===== src/rtl/inst_memory_pkg.sv =====
// -----------------------------------------------------------------------------
// inst_memory_pkg
// Shared constants and types for the instruction memory and its byte loader.
//   BYTES_PER_INST : bytes per instruction word
//   INST_W         : instruction word width in bits
//   byte_idx_t     : index of a byte within an instruction word (0 = MSB)
//   insert_byte()  : place one byte into a word at its big-endian position
// -----------------------------------------------------------------------------
package inst_memory_pkg;

   localparam int BYTES_PER_INST = 4;
   localparam int INST_W         = 32;

   typedef logic [1:0] byte_idx_t;

   localparam byte_idx_t LAST_BYTE_IDX = byte_idx_t'(BYTES_PER_INST - 1);

   // Byte 0 is the most significant byte: the first byte received from the
   // loader ends up in bits [31:24].
   function automatic logic [INST_W-1:0] insert_byte(
      input logic [INST_W-1:0] word,
      input byte_idx_t         idx,
      input logic [7:0]        data
   );
      logic [INST_W-1:0] result;
      result = word;
      case (idx)
         2'd0:    result[31:24] = data;
         2'd1:    result[23:16] = data;
         2'd2:    result[15:8]  = data;
         default: result[7:0]   = data;
      endcase
      return result;
   endfunction

endpackage : inst_memory_pkg


===== src/rtl/inst_byte_assembler.sv =====
// -----------------------------------------------------------------------------
// inst_byte_assembler
// Collects loader bytes into big-endian 32-bit instruction words.
// Ports:
//   clk_i        : clock, all state updates on the rising edge
//   rst_ni       : synchronous active-low reset
//   byte_i       : incoming program byte
//   strobe_i     : byte-valid strobe, one byte accepted per high cycle
//   enable_i     : load mode; low holds the assembler idle and discards
//                  any partially collected word
//   word_valid_o : high in the cycle the fourth byte is accepted
//   word_o       : completed word, meaningful while word_valid_o is high
// -----------------------------------------------------------------------------
module inst_byte_assembler
   import inst_memory_pkg::*;
(
   input  logic              clk_i,
   input  logic              rst_ni,
   input  logic [7:0]        byte_i,
   input  logic              strobe_i,
   input  logic              enable_i,
   output logic              word_valid_o,
   output logic [INST_W-1:0] word_o
);

   byte_idx_t         cnt_q, cnt_d;
   logic [INST_W-1:0] asm_q, asm_d;
   logic              accept;
   logic              last_byte;

   assign accept    = enable_i && strobe_i;
   assign last_byte = (cnt_q == LAST_BYTE_IDX);

   // The completed word is formed combinationally so it can be written to
   // memory in the same cycle the fourth byte arrives.
   assign word_o = insert_byte(asm_q, cnt_q, byte_i);

   // A byte strobed during reset must never reach memory.
   assign word_valid_o = rst_ni && accept && last_byte;

   always_comb begin
      // NOTE: every combinational output gets a default first, so no path
      // leaves a signal unassigned and no latch is inferred; blocking '='
      // belongs here, non-blocking '<=' only in clocked blocks.
      cnt_d = cnt_q;
      asm_d = asm_q;
      if (!enable_i) begin
         cnt_d = '0;
         asm_d = '0;
      end else if (strobe_i) begin
         // Counter is two bits wide, so it returns to 0 after the fourth byte.
         cnt_d = cnt_q + 2'd1;
         asm_d = last_byte ? '0 : word_o;
      end
   end

   always_ff @(posedge clk_i) begin
      if (!rst_ni) begin
         cnt_q <= '0;
         asm_q <= '0;
      end else begin
         cnt_q <= cnt_d;
         asm_q <= asm_d;
      end
   end

endmodule : inst_byte_assembler


===== src/rtl/inst_memory.sv =====
// -----------------------------------------------------------------------------
// inst_memory
// Instruction memory filled byte-by-byte by an external loader and read
// through a registered fetch port.
// Parameters:
//   INST_MEM_WIDTH : word-address width; depth is 2**INST_MEM_WIDTH words
// Ports:
//   CLK           : clock, all state updates on the rising edge
//   reset         : synchronous active-low reset
//   pc            : word address to fetch (used directly as the word index)
//   loader_data   : program byte from the loader
//   loader_enable : high = load mode, low = fetch mode
//   loader_ready  : byte-valid strobe for loader_data
//   inst          : fetched instruction, one cycle after pc is presented
// -----------------------------------------------------------------------------
module inst_memory
   import inst_memory_pkg::*;
#(
   parameter int INST_MEM_WIDTH = 2
) (
   input  logic                      CLK,
   input  logic                      reset,
   input  logic [INST_MEM_WIDTH-1:0] pc,
   input  logic [7:0]                loader_data,
   input  logic                      loader_enable,
   input  logic                      loader_ready,
   output logic [INST_W-1:0]         inst
);

   localparam int DEPTH = 2 ** INST_MEM_WIDTH;

   logic [INST_W-1:0]         mem_q [DEPTH];
   logic [INST_MEM_WIDTH-1:0] wr_ptr_q, wr_ptr_d;
   logic [INST_W-1:0]         inst_q;
   logic                      word_valid;
   logic [INST_W-1:0]         word;

   inst_byte_assembler u_assembler (
      .clk_i        (CLK),
      .rst_ni       (reset),
      .byte_i       (loader_data),
      .strobe_i     (loader_ready),
      .enable_i     (loader_enable),
      .word_valid_o (word_valid),
      .word_o       (word)
   );

   // Each load session starts at word 0; the pointer wraps naturally at the
   // top of the array, so later words overwrite the oldest ones.
   always_comb begin
      wr_ptr_d = wr_ptr_q;
      if (!loader_enable) begin
         wr_ptr_d = '0;
      end else if (word_valid) begin
         wr_ptr_d = wr_ptr_q + 1'b1;
      end
   end

   always_ff @(posedge CLK) begin
      if (!reset) begin
         wr_ptr_q <= '0;
      end else begin
         wr_ptr_q <= wr_ptr_d;
      end
   end

   // NOTE: the memory array is deliberately left out of reset; clearing it
   // would prevent block-RAM inference, and its contents are undefined until
   // the loader writes them.
   always_ff @(posedge CLK) begin
      if (word_valid) begin
         mem_q[wr_ptr_q] <= word;
      end
   end

   // Registered read. With non-blocking updates a same-address write in the
   // same cycle is not yet visible, giving read-before-write behaviour.
   always_ff @(posedge CLK) begin
      if (!reset) begin
         inst_q <= '0;
      end else begin
         inst_q <= mem_q[pc];
      end
   end

   assign inst = inst_q;

endmodule : inst_memory


===== config.mk =====
export PLATFORM = sky130hd
export DESIGN_NAME = inst_memory
export DESIGN_NICKNAME = d
export VERILOG_FILES = /design/src/rtl/inst_memory_pkg.sv /design/src/rtl/inst_byte_assembler.sv /design/src/rtl/inst_memory.sv
export SDC_FILE = /design/constraint.sdc
export NUM_CORES = 1
export LEC_CHECK = 0
export CORE_UTILIZATION = 58
export DETAILED_ROUTE_END_ITERATION = 8
export PLACE_DENSITY_LB_ADDON = 0.25
export SYNTH_ARGS = -nofsm -noshare
export SYNTH_HDL_FRONTEND = slang
export SYNTH_HIERARCHICAL = 1
export SYNTH_SLANG_ARGS = --single-unit
export TNS_END_PERCENT = 1

===== constraint.sdc =====
create_clock -name CLK -period 3.3 [get_ports CLK]
set_input_delay 0.495 -clock CLK [delete_from_list [all_inputs] [get_ports CLK]]
set_output_delay 0.495 -clock CLK [all_outputs]
set_load 0.05 [all_outputs]

==> results of run 1 <==
[stage by stage]
step	hold WS, ns	util, %	std cells
3_5_place_dp	0.455	63.6	590
2_1_floorplan	0.438	-	413
5_1_grt	0.482	68.3	622
4_1_cts	0.474	68.3	622
6_report	0.474	68.3	622
3_3_place_gp	0.451	63.6	590
[path summary, 6_finish.rpt]
path / start / endpoint / slack, ns
worst max-delay path: loader_ready / mem_q[1][2] / 1.02
worst max register to register: u_assembler/cnt_q[0] / mem_q[1][2] / 1.05
worst min-delay path: u_assembler/asm_q[6] / u_assembler/asm_q[6] / 0.47
worst min register to register: u_assembler/asm_q[6] / u_assembler/asm_q[6] / 0.47
[flip-flops by register name, indices dropped and copies added, names as in the netlist]
signal,flops
u_assembler/asm_q,32
wr_ptr_q,2
u_assembler/cnt_q,2
inst,32
mem_q,128
[per-layer routing]
layer / wire length (um) / up-vias
met1: 5370 / 1841
met3: 599 / 13
li1: - / 1681
met4: 178 / 0
met2: 6020 / 96
met5: 0 / -
[synth_stat cells]
library cell  number  share of area, %
edfxtp_1         128                54
dfxtp_1           68                19
mux2i_1           66               9.2
mux2_2            32               5.0
o22ai_1           32               2.8
a22o_1            24               2.9
buf_2              9              0.63
ha_1               8               1.4
nor3b_1            8              0.84
buf_6              5              0.79
and2_1             4              0.35
clkbuf_1           4              0.21
inv_1              4              0.21
nor2_1             4              0.21
buf_12             3              0.84
buf_8              3              0.63
nand2_1            3              0.16
xnor2_1            2              0.25
and2_2             1              0.11
and3b_1            1              0.12
and4b_1            1              0.14
buf_1              1             0.052
nand2b_1           1             0.088
nor2b_1            1             0.088
[worst max-delay path, delay by kind of cell]
family / cells / cell delay, ns
buf+inv: 2 / 0.97
simple gates: 3 / 0.84
[power by group through the flow]
| stage | sequential [mW] | clock [mW] | combinational, mW |
|---|---|---|---|
| floorplan | 2.77 | 0 | 0.130 |
| global placement | 2.69 | 0 | 0.289 |
| detailed placement | 2.69 | 0 | 0.293 |
| CTS | 2.63 | 1.97 | 0.295 |
| global route | 2.64 | 2.06 | 0.309 |
| finish | 2.63 | 1.95 | 0.294 |
[cell type report]
class	instances	share of cell area [%]
Sequential cell	196	63.4
Multi-Input combinational cell	188	20.7
Timing Repair Buffer	55	6.53
Clock buffer	24	6.01
Tap cell	147	2.24
Clock inverter	8	0.915
Inverter	4	0.183
[cell families after synthesis]
group,Yosys count,share of synthesized area [%]
DFF,196,72.9
muxes,98,14.3
AOI/OAI and AO/OA,56,5.74
buffers and inverters,29,3.36
and+or+nand+nor,24,2.10
adders and majority gates,8,1.40
xor gates and xnor gates,2,0.245
==> results.json, run 1 <==
{
  "grt_overflow": 0,
  "antenna_found_initial": 0,
  "drt_iter0_markers": 213,
  "finalSetupViolations": 0,
  "dr.pass1.iters": 4,
  "grt_pass1_wl_um": 19200,
  "cts_root_buffer": "clkbuf_16",
  "areaGrowthSynthToFinish_pct": 14.9,
  "die_h_um": 113,
  "slew_headroom_pct": 30.6,
  "clk_pin_slew_ns": 0.07,
  "final_cell_mix": "128 x edfxtp_1, 68 x dfxtp_1, 66 x mux2i_1",
  "cpMaxStageDelayCell": "clkdlybuf4s50_1",
  "gp_congestion": 0.769,
  "grt_max_degree": 36,
  "ys_seq_area_share_pct": 72.9,
  "status": "finished, final reports clean",
  "required_ns": 3.36,
  "grt.busiest_layer": "met2",
  "ctsResizeCount": 0,
  "crit_arrival_ns": 2.35,
  "cp_cell_sequence": "clkdlybuf4s50_1, and2_2, nor2b_1, and2_1, buf_4",
  "share_seq_of_total_power_pct": 54.0,
  "avgRoutedWirePerCell_um": 19.6,
  "htreeDepth": 4,
  "worstSetupStartpointType": "input pin",
  "clkPwrFrac_pct": 39.9,
  "syn_area_sq_um": 7140,
  "yosys_warnings": 6,
  "finalPower_mw": 4.87,
  "critical_path_class": "in2reg",
  "drc_errors": 0,
  "synthCells": 413,
  "ios": 46,
  "rr_worst_depth": 5,
  "swShare_pct": 20.9,
  "grt_use_total_pct": 20.7,
  "vias": 3631,
  "clock_path_buffers": 2,
  "fp.dieW_um": 113,
  "clock_latency_ns": 0.43,
  "hold_violations": 0,
  "worstHoldPathType": "reg2reg",
  "antenna_cells": 0,
  "critPathCaptureType": "flip-flop",
  "regArea_sq_um": 5200,
  "postSynthAreaPerCell_sq_um": 17.3,
  "place_worst_setup_slack_ns": 0.593,
  "p_comb_share_pct": 6.0,
  "synth-seq-cells": 196,
  "tns_ns": 0,
  "holdPathStages": 1,
  "fin_crit_sh_pct": 69.2,
  "synth_fp_nets": 435,
  "drt-total-wl_um": 12200,
  "maxSlewViolCount": 0,
  "dp_hpwl_um": 7240,
  "start_util_pct": 59.5,
  "core_area_sq_um": 12000,
  "cts_tree": "done",
  "fmax_ghz": 0.438,
  "synthDistinctLibCells": 24,
  "grtUsageMet3_pct": 4.87,
  "portBuffers": 45,
  "design_area_sq_um": 8210,
  "cts.sinks": 196,
  "clock_skew_ns": 0.00929,
  "p_per_area_nw_per_um2": 594,
  "vias_per_cell": 5.84,
  "rsz0062_at_grt": "no",
  "fin_crit_ns": 2.28,
  "multiInputGateArea_sq_um": 1700,
  "place_area_sq_um": 7640,
  "internal_power_mw": 3.86,
  "postCtsSetupBuffers": 0,
  "cpPeakStageDelay_ns": 0.57,
  "p_sw_mw": 1.02,
  "final_antenna_net_count": 0,
  "grt_pass1_vias": 3648,
  "max-vdd-ir-drop_v": 0.000337,
  "layout_commonest_cell": "edfxtp_1",
  "post-route-worst-setup-slack_ns": 1.02,
  "layout-drive-gt1-share_pct": 15.2,
  "met1_usage_pct": 26.4,
  "tightest_slew_ns": 1.04,
  "dieArea_sq_um": 12800,
  "fillCellCount": 798,
  "max_cap_violations": 0,
  "critPathMaxFanout": 32,
  "nets": 484,
  "fp-row-count": 40,
  "cts_made_buffers": 17,
  "postCtsHoldBufs": 0,
  "met2_usage_pct": 34.3,
  "p_leak_nw": 3.05
}
Note: power is estimated with default switching activity, not from simulation.
==> run 2, diff against run 1 <==
==> constraint.sdc (replaced) <==
create_clock -name CLK -period 2.2 [get_ports CLK]
set_input_delay 0.33 -clock CLK [delete_from_list [all_inputs] [get_ports CLK]]
set_output_delay 0.33 -clock CLK [all_outputs]
set_load 0.05 [all_outputs]
==> run 2 against run 1 <==
  * Flip-flop and latch count stayed put
  * Clock skew fell by 0.0023 ns
  * Final cell count is 1.3% higher
  * Worst hold slack is essentially flat
  * Design area grew 1.0%
  * Non-clock buffer count is 8 higher
==> results.json, run 2 (synthesis gave the netlist of run 1 again) <==
{
  "status": "finished, final reports clean",
  "cp.depth": 1,
  "holdPathStages": 1,
  "gp_congestion": 0.741,
  "worst-path-buf-inv": 1,
  "finalSetupViolations": 0,
  "rsz0062_at_grt": "no",
  "worstSetupStartpointType": "flip-flop",
  "cts_tree": "done",
  "worstHoldPathType": "reg2reg",
  "grt_max_degree": 33,
  "postCtsHoldBufs": 0,
  "ctsResizeCount": 0,
  "regMostFlops": "mem_q",
  "clock_skew_ns": 0.00701,
  "layout_commonest_cell": "edfxtp_1",
  "fillCellCount": 773,
  "p_leak_nw": 3.08,
  "fin_crit_sh_pct": 86.6,
  "hold_violations": 0,
  "ios": 46,
  "dr.pass1.iters": 4,
  "tns_ns": 0,
  "multiInputGateArea_sq_um": 1700,
  "vias": 3636,
  "max-vdd-ir-drop_v": 0.000539,
  "cts_made_buffers": 17,
  "drt_iter0_markers": 183,
  "critPathCaptureType": "output pin",
  "tightest_slew_ns": 0.992,
  "dieArea_sq_um": 12800,
  "start_util_pct": 59.5,
  "cts.sinks": 196,
  "clk_pin_slew_ns": 0.06,
  "fin_crit_ns": 1.90,
  "regArea_sq_um": 5200,
  "drt-total-wl_um": 12000,
  "antenna_cells": 0,
  "place_worst_setup_slack_ns": 0.118,
  "cp_cell_sequence": "clkdlybuf4s50_1",
  "maxSlewViolCount": 0,
  "vias_per_cell": 5.77,
  "fp.dieW_um": 113,
  "fp-row-count": 40,
  "crit_arrival_ns": 1.57,
  "clock_path_buffers": 2,
  "antenna_found_initial": 0,
  "critical_path_class": "reg2out",
  "postCtsSetupBuffers": 0,
  "dp_hpwl_um": 7300,
  "die_h_um": 113,
  "drc_errors": 0,
  "core_area_sq_um": 12000,
  "cts_root_buffer": "clkbuf_16",
  "required_ns": 1.87,
  "max_cap_violations": 0,
  "portBuffers": 45,
  "final_core_util_pct": 69.0,
  "holdWs_ns": 0.475,
  "fmax_ghz": 0.525,
  "layout-drive-gt1-share_pct": 16.4,
  "post-route-worst-setup-slack_ns": 0.295,
  "cpMaxStageDelayCell": "clkdlybuf4s50_1",
  "final_cell_mix": "128 x edfxtp_1, 68 x dfxtp_1, 66 x mux2i_1",
  "nets": 492,
  "path_delay_family": "buffers and inverters",
  "grt_overflow": 0,
  "htreeDepth": 4,
  "slew_headroom_pct": 33.8,
  "avgRoutedWirePerCell_um": 19.0,
  "rr_worst_depth": 5,
  "layout.cells.non_filler": 630,
  "critPathMaxFanout": 1,
  "clock_latency_ns": 0.42,
  "areaGrowthSynthToFinish_pct": 16.0,
  "dpl.cell_count": 598,
  "grt_use_total_pct": 20.3,
  "grt_pass1_vias": 3598,
  "largest_reg_flops": 128,
  "final_antenna_net_count": 0,
  "grt_pass1_wl_um": 18900,
  "cpPeakStageDelay_ns": 0.82,
  "p_per_area_nw_per_um2": 863
}
-- run 2: routing by layer --
metal	GRT usage [%]	wire [um]	up-vias
met3	4.66	641	21
met5	0	0	-
met2	33.6	5910	103
li1	-	-	1704
met1	25.9	5160	1808
met4	8.95	237	0
-- run 2: final timing paths --
path,end,slack (ns),startpoint
worst max-delay path,inst[6],0.30,inst[6]
worst min-delay path,u_assembler/asm_q[16],0.47,u_assembler/asm_q[16]
worst max register to register,mem_q[2][31],0.45,u_assembler/cnt_q[0]
worst min register to register,u_assembler/asm_q[16],0.47,u_assembler/asm_q[16]
-- run 2: power breakdown --
part / internal, mW / leakage, nW / switching, mW
logic: 0.172 / 1.06 / 0.280
clock network: 1.54 / 0.248 / 1.21
registers: 3.94 / 1.77 / 0.0130
total: 5.65 / 3.08 / 1.51
-- run 2: metrics by stage --
stage / total power [mW] / area (sq um)
after floorplan: 4.34 / 7150
after global placement: 4.48 / 7760
after detailed placement: 4.48 / 7760
after CTS: 7.20 / 8290
after global routing: 7.37 / 8290
final: 7.16 / 8290
-- run 2: final cells by class --
cell class,count,area share [%]
timing repair buffer,63,7.94
multi-input combinational,188,20.5
clock buffer,21,5.31
inverter,4,0.181
clock inverter,11,1.06
tap,147,2.22
sequential,196,62.8
